### src/rtl/deque_engine.sv
// Double-ended queue over a circular buffer with a registered, backpressured response channel.
// One command per cycle; pops return data one edge after acceptance.
module deque_engine #(
   parameter int unsigned WIDTH = 32,
   parameter int unsigned DEPTH = 8,
   localparam int unsigned AW = $clog2(DEPTH)
) (
   input  logic             clk,
   input  logic             rst_h,
   input  logic             flush,
   input  logic             cmd_valid,
   output logic             cmd_ready,
   input  logic [1:0]       cmd_op,
   input  logic [WIDTH-1:0] cmd_data,
   output logic             rsp_valid,
   input  logic             rsp_ready,
   output logic [WIDTH-1:0] rsp_data,
   output logic             rsp_err,
   output logic [AW:0]      count,
   output logic             full,
   output logic             empty
);

   localparam logic [AW-1:0] PtrOne  = AW'(1);
   localparam logic [AW:0]   CntOne  = (AW+1)'(1);
   localparam logic [AW:0]   CntFull = (AW+1)'(DEPTH);

   logic [WIDTH-1:0] mem [DEPTH];

   logic [AW-1:0]    head_q, head_d, tail_q, tail_d;
   logic [AW:0]      count_q, count_d;
   logic             full_q, full_d, empty_q, empty_d;
   logic             rsp_valid_q, rsp_valid_d, rsp_err_q, rsp_err_d;
   logic [WIDTH-1:0] rsp_data_q, rsp_data_d;

   logic             accept, op_err, we;
   logic [AW-1:0]    wr_idx, rd_idx;

   assign cmd_ready = !flush && (!rsp_valid_q || rsp_ready);
   assign accept    = cmd_valid && cmd_ready;

   // cmd_op[1] selects pop; pops fail on empty, pushes fail on full.
   assign op_err = cmd_op[1] ? empty_q : full_q;
   assign rd_idx = cmd_op[0] ? head_q : tail_q - PtrOne;

   always_comb begin
      head_d      = head_q;
      tail_d      = tail_q;
      count_d     = count_q;
      rsp_valid_d = rsp_valid_q;
      rsp_data_d  = rsp_data_q;
      rsp_err_d   = rsp_err_q;
      we          = 1'b0;
      wr_idx      = tail_q;
      if (flush) begin
         head_d      = '0;
         tail_d      = '0;
         count_d     = '0;
         rsp_valid_d = 1'b0;
         rsp_data_d  = '0;
         rsp_err_d   = 1'b0;
      end else if (accept) begin
         rsp_valid_d = 1'b1;
         rsp_err_d   = op_err;
         rsp_data_d  = '0;
         if (!op_err) begin
            unique case (cmd_op)
               2'b00: begin
                  we      = 1'b1;
                  wr_idx  = tail_q;
                  tail_d  = tail_q + PtrOne;
                  count_d = count_q + CntOne;
               end
               2'b01: begin
                  we      = 1'b1;
                  wr_idx  = head_q - PtrOne;
                  head_d  = head_q - PtrOne;
                  count_d = count_q + CntOne;
               end
               2'b10: begin
                  rsp_data_d = mem[rd_idx];
                  tail_d     = tail_q - PtrOne;
                  count_d    = count_q - CntOne;
               end
               2'b11: begin
                  rsp_data_d = mem[rd_idx];
                  head_d     = head_q + PtrOne;
                  count_d    = count_q - CntOne;
               end
               default: ;
            endcase
         end
      end else if (rsp_ready) begin
         rsp_valid_d = 1'b0;
      end
      full_d  = (count_d == CntFull);
      empty_d = (count_d == '0);
   end

   always_ff @(posedge clk) begin
      if (rst_h) begin
         head_q      <= '0;
         tail_q      <= '0;
         count_q     <= '0;
         full_q      <= 1'b0;
         empty_q     <= 1'b1;
         rsp_valid_q <= 1'b0;
         rsp_data_q  <= '0;
         rsp_err_q   <= 1'b0;
      end else begin
         head_q      <= head_d;
         tail_q      <= tail_d;
         count_q     <= count_d;
         full_q      <= full_d;
         empty_q     <= empty_d;
         rsp_valid_q <= rsp_valid_d;
         rsp_data_q  <= rsp_data_d;
         rsp_err_q   <= rsp_err_d;
      end
   end

   // Storage has no reset; contents are meaningless once the pointers are cleared.
   always_ff @(posedge clk) begin
      if (we && !rst_h) mem[wr_idx] <= cmd_data;
   end

   assign rsp_valid = rsp_valid_q;
   assign rsp_data  = rsp_data_q;
   assign rsp_err   = rsp_err_q;
   assign count     = count_q;
   assign full      = full_q;
   assign empty     = empty_q;

endmodule

### config.mk
export PLATFORM = sky130hd
export DESIGN_NAME = deque_engine
export DESIGN_NICKNAME = d
export VERILOG_FILES = /design/src/rtl/deque_engine.sv
export SDC_FILE = /design/constraint.sdc
export NUM_CORES = 1
export LEC_CHECK = 0
export BUFFER_PORTS_ARGS = -buffer_cell sky130_fd_sc_hd__buf_2
export CAP_MARGIN = 10
export CORE_MARGIN = 3
export CORE_UTILIZATION = 42
export DETAILED_ROUTE_END_ITERATION = 8
export PLACE_DENSITY = 0.65
export SYNTH_ARGS = -nofsm -noshare
export SYNTH_HDL_FRONTEND = slang
export SYNTH_SLANG_ARGS = --single-unit
### constraint.sdc
create_clock -name clk -period 8.93 [get_ports clk]
set_clock_uncertainty 0.1 [all_clocks]
set_input_delay 0.4465 -clock clk [delete_from_list [all_inputs] [get_ports clk]]
set_output_delay 0.4465 -clock clk [all_outputs]
set_load 0.05 [all_outputs]
==> impl_metrics.tcl <==
set metrics [dict create \
    whs_ps 60.7 \
    hold_end "mem[7][17]" \
    dieArea_sq_mm 0.0306 \
    routed_wl_microns 25800 \
    tightest_slew_ps 1130 \
    combPwrFrac 0.044 \
    portBuffers 79 \
    yosys_warnings 0 \
    ys_top_cells_by_count "edfxtp_1 (256), nor2_1 (96), o22ai_1 (48)" \
    end_kind "flip-flop" \
    p_leak_nw 4.65 \
    gp_congestion 0.763 \
    insertion_delay_ps 560 \
    wl_per_cell_microns 20.8 \
    grt_usage 0.167 \
    drtPass1Iterations 5 \
    vdd_drop_max_mv 0.138 \
    vias 6858 \
    initial_utilization 0.430 \
    vias_per_cell 5.53 \
    drc_errors 0 \
    r2r-end "rsp_data[9]" \
    finalCritPeriodShare 0.426 \
    finalSetupTns_ps 0 \
    clock_power_share 0.420 \
    clockBufferDepth 3 \
    power.internal_mw 2.28 \
    synthTopCellsByArea "edfxtp_1 (64%), dfxtp_1 (7.7%), mux4_2 (6.8%), nor2_1 (3.0%), o22ai_1 (2.5%)" \
    hold_class "primary input to flip-flop" \
    worstSetupPathType "flip-flop to flip-flop" \
    grt_first_pass_wirelength_microns 39800 \
    switching_share 0.204 \
    synth_top_area_share 0.641 \
    r2r_setup_slack_ps 5130 \
    status "finished, final reports clean" \
    holdBufCountCts 0 \
    worstSetupStartpointType "flip-flop" \
    yosysUniqueCellTypes 42 \
    min_from "cmd_data[17]" \
    setup_violations 0 \
    period_needed_ps 3800 \
    ys_seq_elements 302 \
    antenna_left 0 \
    nFillCells 2394 \
    final_nets 885 \
    root_buffer "clkbuf_16" \
    hold_viol 0 \
    htree_levels 1 \
    cts-buffers-inserted 31 \
    die_h_microns 175 \
    synth-edff-count 256 \
    cp.arrival_ps 4130 \
    fin_ws_ps 5130 \
    synth_area_per_cell_sq_um 15.8 \
    drt_iter0_drc 498 \
    areaGrowthSynthToFinish_pct 14.9 \
    r2r_cells 8 \
    tritoncts "done" \
    rsz0062_at_grt "false" \
    maxSlewHeadroom 0.242 \
    path_clk_slew_ps 60 \
    dpl.hpwl_microns 14700 \
    switchingPower_uw 586 \
    ctsResizeCount 0 \
    grt-ovfl-total 0 \
    pin_count 80 \
    crit_required_ps 9250 \
    powerDensity_mw_per_mm2 208 \
    antenna_found_initial 0 \
    row_count 61 \
    postCtsSetupRepairBufs 0 \
    async_reset_ff_frac 0 \
    grt_max_degree 52 \
    core_sq_mm 0.0279 \
    yosysMostFrequentCell "edfxtp_1" \
    clkSinkCount 302 \
    crit_fanout 28 \
    seq_area_frac_synth 0.717 \
    die_x_microns 175 \
    worstHoldPathCells 1 \
    maxSlewViolCount 0 \
    synth.cell_area_sq_mm 0.0120 \
    synthFlopType "edfxtp_1" \
    timing.fmax_mhz 263 \
    synth_nets 805 \
    place_ws_ps 5090 \
    pwr-share-seq 0.536 \
    grt_pass1_vias 6845 \
    n_antenna_cell 0 \
    drive_gt1_frac 0.227 \
    synth_top_cell_by_area "edfxtp_1" \
    synth_cells 759 \
    r2r-start "tail_q[0]" \
    max_cap_violations 0 \
]
==> worst max-delay path by stage <==
stage,start,to,cells past startpoint
6_report,tail_q[0],rsp_data[9],8
5_1_grt,tail_q[0],rsp_data[27],8
4_1_cts,tail_q[0],rsp_data[9],8
3_5_place_dp,tail_q[0],rsp_data[2],8
3_3_place_gp,tail_q[0],rsp_data[0],8
2_1_floorplan,rsp_valid,mem[1][0],5
==> power by group through the flow <==
stage,clock network [mW],registers [mW],logic (mW)
after floorplan,0,1.57,0.0793
after global placement,0,1.56,0.125
after detailed placement,0,1.56,0.128
after CTS,1.23,1.53,0.128
after global routing,1.28,1.53,0.137
final,1.20,1.54,0.126
==> per-stage QoR <==
stage / area, sq um / instances / util / total power [mW]
after floorplan: 12000 / 759 / - / 1.65
after global placement: 12800 / 1184 / 0.459 / 1.69
after detailed placement: 12800 / 1184 / 0.459 / 1.69
after CTS: 13800 / 1241 / 0.493 / 2.89
after global routing: 13800 / 1241 / 0.493 / 2.96
final: 13800 / 1241 / 0.493 / 2.86
==> cell type report <==
type / instances / area (sq um) / area share
Clock inverter: 10 / 56.3 / 0.00409
Multi-Input combinational cell: 403 / 3200 / 0.232
Timing Repair Buffer: 94 / 508 / 0.0369
Tap cell: 378 / 473 / 0.0343
Inverter: 7 / 33.8 / 0.00245
Clock buffer: 47 / 907 / 0.0658
Sequential cell: 302 / 8610 / 0.625
==> sequential cells by signal, summed over array words and instances, names as in the netlist <==
name / flops
tail_q: 3
head_q: 3
mem: 256
rsp_err: 1
rsp_data: 32
full: 1
count: 4
empty: 1
rsp_valid: 1
==> cells by family (layout without fill, tap and decap cells) <==
| group | after synthesis | count (layout) | synth area share |
|---|---|---|---|
| mux | 51 | 51 | 0.0867 |
| xor+xnor | 10 | 10 | 0.00730 |
| compound gates | 164 | 164 | 0.0936 |
| buf+inv | 54 | 158 | 0.0228 |
| fa+ha+maj | 7 | 7 | 0.00792 |
| simple gates | 171 | 171 | 0.0642 |
| flops | 302 | 302 | 0.717 |
==> placed cells by master (no fill, tap or decap), types with 2 or more instances in the layout <==
cell / count
mux2i_1: 8
nand3_1: 2
ha_1: 6
nor2_1: 87
inv_1: 5
nand2b_1: 4
o21ai_0: 2
o21a_1: 25
clkinv_2: 7
dfxtp_1: 46
nor3b_1: 2
clkinv_1: 2
clkbuf_8: 5
nand2_1: 24
or2_2: 4
clkbuf_1: 10
buf_2: 79
xor2_1: 3
mux4_2: 36
xnor2_1: 7
mux4_1: 4
o32ai_1: 24
a211oi_1: 2
a22oi_1: 32
nor3_1: 5
o21ai_1: 24
buf_4: 15
edfxtp_1: 256
nor2b_1: 29
nor2_4: 8
clkbuf_16: 32
o22ai_1: 48
a21oi_1: 4
==> per-layer routing <==
| metal | vias to the layer above | routed length [microns] | track usage |
|---|---|---|---|
| li1 | 3138 | - | - |
| met1 | 3469 | 11200 | 0.233 |
| met2 | 207 | 12400 | 0.278 |
| met3 | 44 | 1680 | 0.0293 |
| met4 | 0 | 561 | 0.0392 |
| met5 | - | 0 | 0 |
==> critical path: stages, from the launching register on <==
cell and delay, ps:
dfxtp_1 340, clkinv_1 700, ha_1 660, nand2b_4 290, and2_2 470, buf_4 460
mux4_2 370, a22oi_1 170, o21ai_1 100
(Power assumes the default switching activity.)
